## src/rtl/cmerge2_cache_sync_if.sv

```systemverilog
// cmerge2_cache_sync_if: the branch-side and downstream-side 2-phase handshake
// bundle for the two-way cache merge. master = environment, slave = merge.
interface cmerge2_cache_sync_if #(
  parameter int DATA_W = 8
);
  logic              i_drive0;
  logic              i_drive1;
  logic [DATA_W-1:0] i_data0;
  logic [DATA_W-1:0] i_data1;
  logic              o_free0;
  logic              o_free1;
  logic              o_driveNext;
  logic              o_sel;
  logic [DATA_W-1:0] o_data;
  logic              i_freeNext;
  logic              o_fire;

  modport master (
    output i_drive0, i_drive1, i_data0, i_data1, i_freeNext,
    input  o_free0, o_free1, o_driveNext, o_sel, o_data, o_fire
  );

  modport slave (
    input  i_drive0, i_drive1, i_data0, i_data1, i_freeNext,
    output o_free0, o_free1, o_driveNext, o_sel, o_data, o_fire
  );
endinterface

```

## src/rtl/cmerge2_cache_sync.sv

```systemverilog
// cmerge2_cache_sync: two-way 2-phase merge re-joining the cache controller's
// conditional fork. Branch requests and the downstream acknowledge are
// synchronised into clk; one winner at a time is forwarded downstream and its
// free phase is toggled once downstream acknowledges.
// Optional macro CMERGE2_FIXED_PRIO_EN: branch 0 always wins a tie (no
// round-robin pointer). Default build uses round-robin arbitration.
module cmerge2_cache_sync #(
  parameter int DATA_W      = 8,
  parameter int SYNC_STAGES = 2
) (
  input logic                 clk,
  input logic                 rst_n,
  cmerge2_cache_sync_if.slave bus
);

  typedef enum logic {
    IDLE = 1'b0,
    BUSY = 1'b1
  } state_t;

  state_t state_q, state_d;

  logic [SYNC_STAGES-1:0] drv0_sync_q;
  logic [SYNC_STAGES-1:0] drv1_sync_q;
  logic [SYNC_STAGES-1:0] free_sync_q;
  logic                   drv0_s;
  logic                   drv1_s;
  logic                   free_s;

  logic              drive_next_q, drive_next_d;
  logic              free0_q, free0_d;
  logic              free1_q, free1_d;
  logic              sel_q, sel_d;
  logic [DATA_W-1:0] data_q, data_d;
  logic              fire_q, fire_d;
`ifdef CMERGE2_FIXED_PRIO_EN
`else
  logic              last_q, last_d;
`endif

  logic pend0;
  logic pend1;
  logic winner;

  assign drv0_s = drv0_sync_q[SYNC_STAGES-1];
  assign drv1_s = drv1_sync_q[SYNC_STAGES-1];
  assign free_s = free_sync_q[SYNC_STAGES-1];

  // A branch is pending while its request phase differs from its free phase.
  assign pend0 = drv0_s ^ free0_q;
  assign pend1 = drv1_s ^ free1_q;

`ifdef CMERGE2_FIXED_PRIO_EN
  assign winner = pend0 ? 1'b0 : 1'b1;
`else
  assign winner = (pend0 && pend1) ? ~last_q : pend1;
`endif

  // Synchronise the asynchronous phase inputs into clk.
  always_ff @(posedge clk or negedge rst_n) begin
    if (!rst_n) begin
      drv0_sync_q <= '0;
      drv1_sync_q <= '0;
      free_sync_q <= '0;
    end else begin
      drv0_sync_q <= {drv0_sync_q[SYNC_STAGES-2:0], bus.i_drive0};
      drv1_sync_q <= {drv1_sync_q[SYNC_STAGES-2:0], bus.i_drive1};
      free_sync_q <= {free_sync_q[SYNC_STAGES-2:0], bus.i_freeNext};
    end
  end

  // Next-state and output decode: grant in IDLE, wait for downstream in BUSY.
  always_comb begin
    state_d      = state_q;
    drive_next_d = drive_next_q;
    free0_d      = free0_q;
    free1_d      = free1_q;
    sel_d        = sel_q;
    data_d       = data_q;
    fire_d       = 1'b0;
`ifdef CMERGE2_FIXED_PRIO_EN
`else
    last_d       = last_q;
`endif
    case (state_q)
      IDLE: begin
        if (pend0 || pend1) begin
          sel_d        = winner;
          data_d       = winner ? bus.i_data1 : bus.i_data0;
          drive_next_d = ~drive_next_q;
          fire_d       = 1'b1;
          state_d      = BUSY;
        end
      end
      BUSY: begin
        // Downstream has acknowledged once its phase catches up with ours.
        if (free_s == drive_next_q) begin
          if (sel_q) free1_d = ~free1_q;
          else       free0_d = ~free0_q;
`ifdef CMERGE2_FIXED_PRIO_EN
`else
          last_d = sel_q;
`endif
          state_d = IDLE;
        end
      end
      default: state_d = IDLE;
    endcase
  end

  // State and registered outputs; o_free toggle and return to IDLE share an edge.
  always_ff @(posedge clk or negedge rst_n) begin
    if (!rst_n) begin
      state_q      <= IDLE;
      drive_next_q <= 1'b0;
      free0_q      <= 1'b0;
      free1_q      <= 1'b0;
      sel_q        <= 1'b0;
      data_q       <= '0;
      fire_q       <= 1'b0;
    end else begin
      state_q      <= state_d;
      drive_next_q <= drive_next_d;
      free0_q      <= free0_d;
      free1_q      <= free1_d;
      sel_q        <= sel_d;
      data_q       <= data_d;
      fire_q       <= fire_d;
    end
  end

`ifdef CMERGE2_FIXED_PRIO_EN
`else
  // Round-robin pointer: starts at 1 so branch 0 wins the first tie.
  always_ff @(posedge clk or negedge rst_n) begin
    if (!rst_n) last_q <= 1'b1;
    else        last_q <= last_d;
  end
`endif

  assign bus.o_driveNext = drive_next_q;
  assign bus.o_free0     = free0_q;
  assign bus.o_free1     = free1_q;
  assign bus.o_sel       = sel_q;
  assign bus.o_data      = data_q;
  assign bus.o_fire      = fire_q;

endmodule

```

## src/flat_wrapper.sv

```systemverilog
// flat-port wrapper written by rule: the top's interface ports become plain ports
module cmerge2_cache_sync_flat 
#(
  parameter int DATA_W      = 8,
  parameter int SYNC_STAGES = 2
)
  (clk, rst_n, bus_i_drive0, bus_i_drive1, bus_i_data0, bus_i_data1, bus_i_freeNext, bus_o_free0, bus_o_free1, bus_o_driveNext, bus_o_sel, bus_o_data, bus_o_fire);
  cmerge2_cache_sync_if #(.DATA_W(DATA_W)) bus_i ();
  input logic clk;
  input logic rst_n;
  input wire logic [$bits(bus_i.i_drive0)-1:0] bus_i_drive0;
  input wire logic [$bits(bus_i.i_drive1)-1:0] bus_i_drive1;
  input wire logic [$bits(bus_i.i_data0)-1:0] bus_i_data0;
  input wire logic [$bits(bus_i.i_data1)-1:0] bus_i_data1;
  input wire logic [$bits(bus_i.i_freeNext)-1:0] bus_i_freeNext;
  output wire logic [$bits(bus_i.o_free0)-1:0] bus_o_free0;
  output wire logic [$bits(bus_i.o_free1)-1:0] bus_o_free1;
  output wire logic [$bits(bus_i.o_driveNext)-1:0] bus_o_driveNext;
  output wire logic [$bits(bus_i.o_sel)-1:0] bus_o_sel;
  output wire logic [$bits(bus_i.o_data)-1:0] bus_o_data;
  output wire logic [$bits(bus_i.o_fire)-1:0] bus_o_fire;
  assign bus_i.i_drive0 = bus_i_drive0;
  assign bus_i.i_drive1 = bus_i_drive1;
  assign bus_i.i_data0 = bus_i_data0;
  assign bus_i.i_data1 = bus_i_data1;
  assign bus_i.i_freeNext = bus_i_freeNext;
  assign bus_o_free0 = bus_i.o_free0;
  assign bus_o_free1 = bus_i.o_free1;
  assign bus_o_driveNext = bus_i.o_driveNext;
  assign bus_o_sel = bus_i.o_sel;
  assign bus_o_data = bus_i.o_data;
  assign bus_o_fire = bus_i.o_fire;
  cmerge2_cache_sync #(.DATA_W(DATA_W), .SYNC_STAGES(SYNC_STAGES)) u_core (.clk(clk), .rst_n(rst_n), .bus(bus_i));
endmodule
```

## config.mk

```make
export PLATFORM = sky130hd
export DESIGN_NAME = cmerge2_cache_sync_flat
export DESIGN_NICKNAME = d
export VERILOG_FILES = /design/src/rtl/cmerge2_cache_sync_if.sv /design/src/rtl/cmerge2_cache_sync.sv /design/src/flat_wrapper.sv
export SDC_FILE = /design/constraint.sdc
export NUM_CORES = 1
export LEC_CHECK = 0
export CAP_MARGIN = 20
export CELL_PAD_IN_SITES_DETAIL_PLACEMENT = 2
export CELL_PAD_IN_SITES_GLOBAL_PLACEMENT = 2
export CORE_UTILIZATION = 25
export DETAILED_ROUTE_END_ITERATION = 7
export GPL_TIMING_DRIVEN = 0
export PLACE_DENSITY = 0.73
export SYNTH_ARGS = -nofsm -noshare
export SYNTH_HDL_FRONTEND = slang
export SYNTH_SLANG_ARGS = --single-unit
```

## constraint.sdc

```tcl
create_clock -name clk -period 1.36 [get_ports clk]
set_input_delay 0.272 -clock clk [delete_from_list [all_inputs] [get_ports clk]]
set_output_delay 0.272 -clock clk [all_outputs]
set_load 0.03 [all_outputs]
```

==> impl_metrics.toml, run 1 <==
[worst_setup_path]
cp.arrival_ps = 1580
required_ps = 1550
worstSetupPathType = "register to register"
setup.worst_path.start_class = "register"
worst-path-max-fanout = 5
cp-end-kind = "register"

[die]
design.core.area_mm2 = 0.00308
start_util = 0.264
design.die.area_mm2 = 0.00348
die_x_um = 59.0
ios = 34
die_h_um = 59.0
fp-row-count = 20

[clock_network]
clock_sinks = 21
clkLatencyLatePin_ps = 310
cts_made_buffers = 3
htreeDepth = 1
cts_buffer_depth = 2
clk_pin_slew_ps = 140
cts_root_buffer = "clkbuf_4"
hold_buffers = 0
cts_tree = "done"

[logic_synthesis]
synth_edf_count = 0
post-synth-top-count-cell = "dfrtp_1"
ys.flop_type = "dfrtp_1"
synth.top_cell.area_share = 0.616
syn_nets = 87
yosysTopAreaCell = "dfrtp_1"
synth-seq-cells = 21
yosysSeqAreaShare = 0.649
syn_area_um2 = 812
ys_types = 15
synth_cells = 66
async_flop_share = 1.00
syn_area_per_cell_um2 = 12.3
yosys_warnings = 0
synth_area_leaders = "dfrtp_1, mux2i_1, a21oi_1"
synth_common_cells = "dfrtp_1, a21oi_1, nor2_1"

[drt]
wl_met3_um = 96
drt_iter0_drc = 0
ant_nets = 0
wire_per_inst_um = 14.2
first_pass_iters = 1
wl_met1_um = 892
num_vias = 652
wl_met2_um = 1180
remaining_drc_errors = 0
vias_per_cell = 4.26
highest_layer = "met3"
drt-total-wl_um = 2170

[global_route]
grt_pass1_wl_um = 3510
first_global_vias = 743
grt_max_degree = 22
grt_overflow_total = 0
grt_usage = 0.137
antenna_found_initial = 0

[placed_design]
port_buffers = 33
gp_congestion = 0.715
post-place-ws_ps = -244

[sta]
finalHoldViolations = 0
worst-slew-pin-transition_ps = 953
fin_tns_setup_ps = -46.1
hold_slack_ps = 368
slew_violations = 0
skew_ps = 13.6
rsz0062_at_grt = "true"
slew_headroom = 0.363
fmax_mhz = 720
worst_slack_ps = -28.3
setup_viol = 2
min_period_ps = 1390
post-route-period-util = 1.02

[pwr]
power.total_mw = 3.16
p_int_mw = 1.76
seqPwrFrac = 0.331
power.density_mw_per_mm2 = 2490
switching_share = 0.443
peakVddDrop_uv = 729
combPwrFrac = 0.569
switchingPower_mw = 1.40
leakage_nw = 0.574
p_clk_frac = 0.100

[worst_hold_path]
hold_path.class = "register to register"

[run_status]
status = "finished with violations"
violations = "negative setup slack"

[finish]
post-route-util = 0.411
fillCellCount = 312
syn2layout_area_growth_pct = 55.8
antenna_cells = 0
multi_input_area_um2 = 283
drive_gt1_frac = 0.294
final_nets = 131
seqCellArea_um2 = 528

[flow_run]
maxCapViolCount = 0
cells by family after synthesis:
kind of cell              count (synthesis)  share of synthesized area
DFF                                      21                      0.649
and+or+nand+nor                          13                     0.0616
AOI/OAI and AO/OA                        12                     0.0863
muxes                                     8                     0.0986
xor gates and xnor gates                  6                     0.0647
buffers and inverters                     6                     0.0401
layout by cell type, fill, tap and decap left out, types with 2 or more instances in the layout:
cell             netlist  final
a21oi_1                9      9
buf_2                  2      2
buf_4                  0      8
clkbuf_2               0      7
clkbuf_4               0      3
clkdlybuf4s15_1        0      2
clkdlybuf4s50_1        0     20
dfrtp_1               20     19
inv_1                  3      2
mux2i_1                8      6
mux2i_2                0      2
nand2_1                3      3
nor2_1                 9      9
xnor2_1                4      2
xnor2_2                0      2
xor2_1                 2      2
worst max-delay path: stages (launching register included):
cell      delay (ps)
dfrtp_1          430
xnor2_2          200
o21bai_4         170
buf_6            160
mux2i_2          220
a21oi_1           90
what timing repair did:
action,in CTS,in global routing
cloned,1,0
resized for setup,30,22
setup buffers,2,3
pin swaps,3,0
endpoints found under the setup margin,22,23
endpoints found under the hold margin,0,0
per-layer routing:
metal  up-vias  track usage
li1        303            -
met1       332        0.165
met2        17        0.247
met3         0       0.0284
met4         0       0.0408
met5         -            0
final timing paths:
path                                                  from                                to  slack [ps]  cells past startpoint
setup / recovery           u_core.drv1_sync_q[1]$_DFF_PN0_  u_core.bus.o_data[0]$_DFFE_PN0P_         -30                      5
hold / removal             u_core.drv0_sync_q[0]$_DFF_PN0_   u_core.drv0_sync_q[1]$_DFF_PN0_         370                      0
hold reg to reg            u_core.drv0_sync_q[0]$_DFF_PN0_   u_core.drv0_sync_q[1]$_DFF_PN0_         370                      0
max in group asynchronous                            rst_n    u_core.bus.o_free1$_DFFE_PN0P_         250                      1
setup reg to reg           u_core.drv1_sync_q[1]$_DFF_PN0_  u_core.bus.o_data[0]$_DFFE_PN0P_         -30                      5
min in group asynchronous                            rst_n   u_core.free_sync_q[1]$_DFF_PN0_         470                      1
metrics by stage:
stage	cell area, µm²	cells
2_1_floorplan	813	66
3_3_place_gp	1200	143
3_5_place_dp	1200	143
4_1_cts	1270	150
5_1_grt	1260	153
6_report	1260	153
cell type report:
| class | instances | share of cell area |
|---|---|---|
| repair buffers | 39 | 0.262 |
| inverters | 3 | 0.00890 |
| clock inverters | 1 | 0.00593 |
| clock buffers | 3 | 0.0178 |
| flip-flops and latches | 21 | 0.417 |
| well taps | 44 | 0.0435 |
| plain buffers | 3 | 0.0208 |
| multi-input cells | 39 | 0.224 |
flip-flops by register name, summed over array words and instances, names as in the netlist:
| name | count |
|---|---|
| u_core.bus.o_data | 8 |
| u_core.bus.o_driveNext | 1 |
| u_core.bus.o_fire | 1 |
| u_core.bus.o_free0 | 1 |
| u_core.bus.o_free1 | 1 |
| u_core.bus.o_sel | 1 |
| u_core.drv0_sync_q | 2 |
| u_core.drv1_sync_q | 2 |
| u_core.free_sync_q | 2 |
| u_core.last_q | 1 |
| u_core.state_q | 1 |
power by group through the flow:
| stage | clock (mW) | sequential [mW] | combinational, mW |
|---|---|---|---|
| 2_1_floorplan | 0 | 1.42 | 0.676 |
| 3_3_place_gp | 0 | 1.05 | 1.65 |
| 3_5_place_dp | 0 | 1.07 | 1.71 |
| 4_1_cts | 0.324 | 1.06 | 1.76 |
| 5_1_grt | 0.355 | 1.08 | 1.94 |
| 6_report | 0.315 | 1.05 | 1.80 |
Note: power is estimated with default switching activity, not from simulation.
==> run 2, diff against run 1 <==
Settings changed: CORE_UTILIZATION 25 to 27, PLACE_DENSITY 0.73 to 0.79, SKIP_CTS_REPAIR_TIMING from default to 1.
Clock period 1.36 ns to 1.8 ns, I/O delays scaled along.
==> run 2 against run 1 <==
The run ends with design-rule violations left. Worst setup slack better by 90 ps. Clock power is 29% lower. Critical path depth is 4 lower. Largest cell class unchanged. Total power is 28% lower.
==> impl_metrics.toml, run 2 (synthesis results as in run 1) <==
[run_status]
status = "finished with violations"
violations = "design-rule violations"

[finish]
largest_register_ffs = 8
antenna_cells = 0
mostFrequentLayoutCells = "clkdlybuf4s50_1, dfrtp_1, a21oi_1, nor2_1, mux2i_1"
final_nets = 125
syn2layout_area_growth_pct = 49.9
post-route-util = 0.434
layout_commonest_cell = "clkdlybuf4s50_1"
drive_gt1_frac = 0.0777

[worst_setup_path]
critPathTopFamily = "buffers and inverters"
r2r-start = "u_core.bus.o_free1$_DFFE_PN0P_"
critPathSlowestCell = "clkdlybuf4s50_1"
worstSetupPathType = "register to output pin"
cp-end-kind = "output pin"
slowest_delay_ps = 700
worst-path-max-fanout = 2
setup.worst_path.start_class = "register"
required_ps = 1440
path_cells = "clkdlybuf4s50_1"
crit_path_end = "bus_o_data[3]"
crit_path_start = "u_core.bus.o_data[3]$_DFFE_PN0P_"
cp.arrival_ps = 1380
critPathBufInv = 1
crit_cells = 1
rrSetupSlack_ps = 380
regToRegEndpoint = "u_core.bus.o_data[3]$_DFFE_PN0P_"
r2r_cells = 5

[sta]
min_period_ps = 1740
worst-slew-pin-transition_ps = 960
fmax_mhz = 575
finalHoldViolations = 0
slew_violations = 0
rsz0062_at_grt = "false"
slew_headroom = 0.358
setup_viol = 0
post-route-period-util = 0.966
fin_tns_setup_ps = 0
skew_ps = 5.74

[pwr]
leakage_nw = 0.575
power.density_mw_per_mm2 = 1870
peakVddDrop_uv = 690
power.total_mw = 2.28

[die]
design.die.area_mm2 = 0.00323
design.core.area_mm2 = 0.00281
die_x_um = 56.8
die_h_um = 56.8
fp-row-count = 19
start_util = 0.289
ios = 34

[clock_network]
cts_buffer_depth = 2
cts_tree = "done"
clock_sinks = 21
htreeDepth = 1
clkLatencyLatePin_ps = 300
clk_pin_slew_ps = 110
cts_root_buffer = "clkbuf_4"
cts_made_buffers = 3

[global_route]
grt_overflow_total = 0
first_global_vias = 745
grt_max_degree = 22
grt_usage = 0.139
antenna_found_initial = 0
grt_pass1_wl_um = 3330

[drt]
num_vias = 624
vias_per_cell = 4.66
first_pass_iters = 5
remaining_drc_errors = 2
ant_nets = 0
drt_iter0_drc = 3
drt-total-wl_um = 1990
wire_per_inst_um = 14.9

[flow_run]
maxCapViolCount = 0

[placed_design]
dp_hpwl_um = 1500
port_buffers = 33
gp_congestion = 0.739

[worst_hold_path]
hold_path.class = "register to register"
[run 2: cell count changes in the layout (fill, tap and decap cells not counted), sizes merged]
cell           change
clkinvlp           -1
clkdlybuf4s15      -3
buf                -8
clkbuf             -6
clkdlybuf4s18      -1
dlymetal6s2s       +4
clkdlybuf4s50      +9
[run 2: report_power, final]
| part | leakage [nW] | internal [mW] | total (mW) | switching [mW] |
|---|---|---|---|---|
| clock | 0.0150 | 0.0862 | 0.223 | 0.136 |
| combinational | 0.320 | 0.546 | 1.27 | 0.720 |
| sequential | 0.239 | 0.662 | 0.790 | 0.128 |
[run 2: per-layer routing]
| metal | global-route usage | wire length, µm |
|---|---|---|
| met1 | 0.166 | 850 |
| met2 | 0.245 | 1060 |
| met3 | 0.0207 | 70 |
| met4 | 0.0627 | 13 |
| met5 | 0 | 0 |
[run 2: through the flow]
step	cells	hold slack (ps)	worst slack [ps]	instance area (µm²)
after floorplan	66	64.4	426	812
after CTS	134	365	-3.94	1210
after detailed placement	130	338	195	1180
after global routing	134	368	23.9	1220
final	134	363	61.9	1220
after global placement	130	334	233	1180
[run 2: how the worst min path moves through the flow]
stage / cells past startpoint / endpoint / slack [ps] / startpoint
after CTS: 0 / u_core.free_sync_q[1]$_DFF_PN0_ / 360 / u_core.free_sync_q[0]$_DFF_PN0_
final: 0 / u_core.free_sync_q[1]$_DFF_PN0_ / 360 / u_core.free_sync_q[0]$_DFF_PN0_
after detailed placement: 0 / u_core.free_sync_q[1]$_DFF_PN0_ / 340 / u_core.free_sync_q[0]$_DFF_PN0_
after floorplan: 0 / u_core.bus.o_data[0]$_DFFE_PN0P_ / 60 / rst_n
after global placement: 0 / u_core.free_sync_q[1]$_DFF_PN0_ / 330 / u_core.free_sync_q[0]$_DFF_PN0_
after global routing: 0 / u_core.free_sync_q[1]$_DFF_PN0_ / 370 / u_core.free_sync_q[0]$_DFF_PN0_
[run 2: final cells by class]
class | instances | area (µm²)
buffer | 3 | 21.3
clock buffer | 4 | 26.3
fill | 309 | 1590
inverter | 3 | 11.3
multi-input combinational | 39 | 253
sequential | 21 | 527
tap | 31 | 38.8
timing repair buffer | 33 | 340
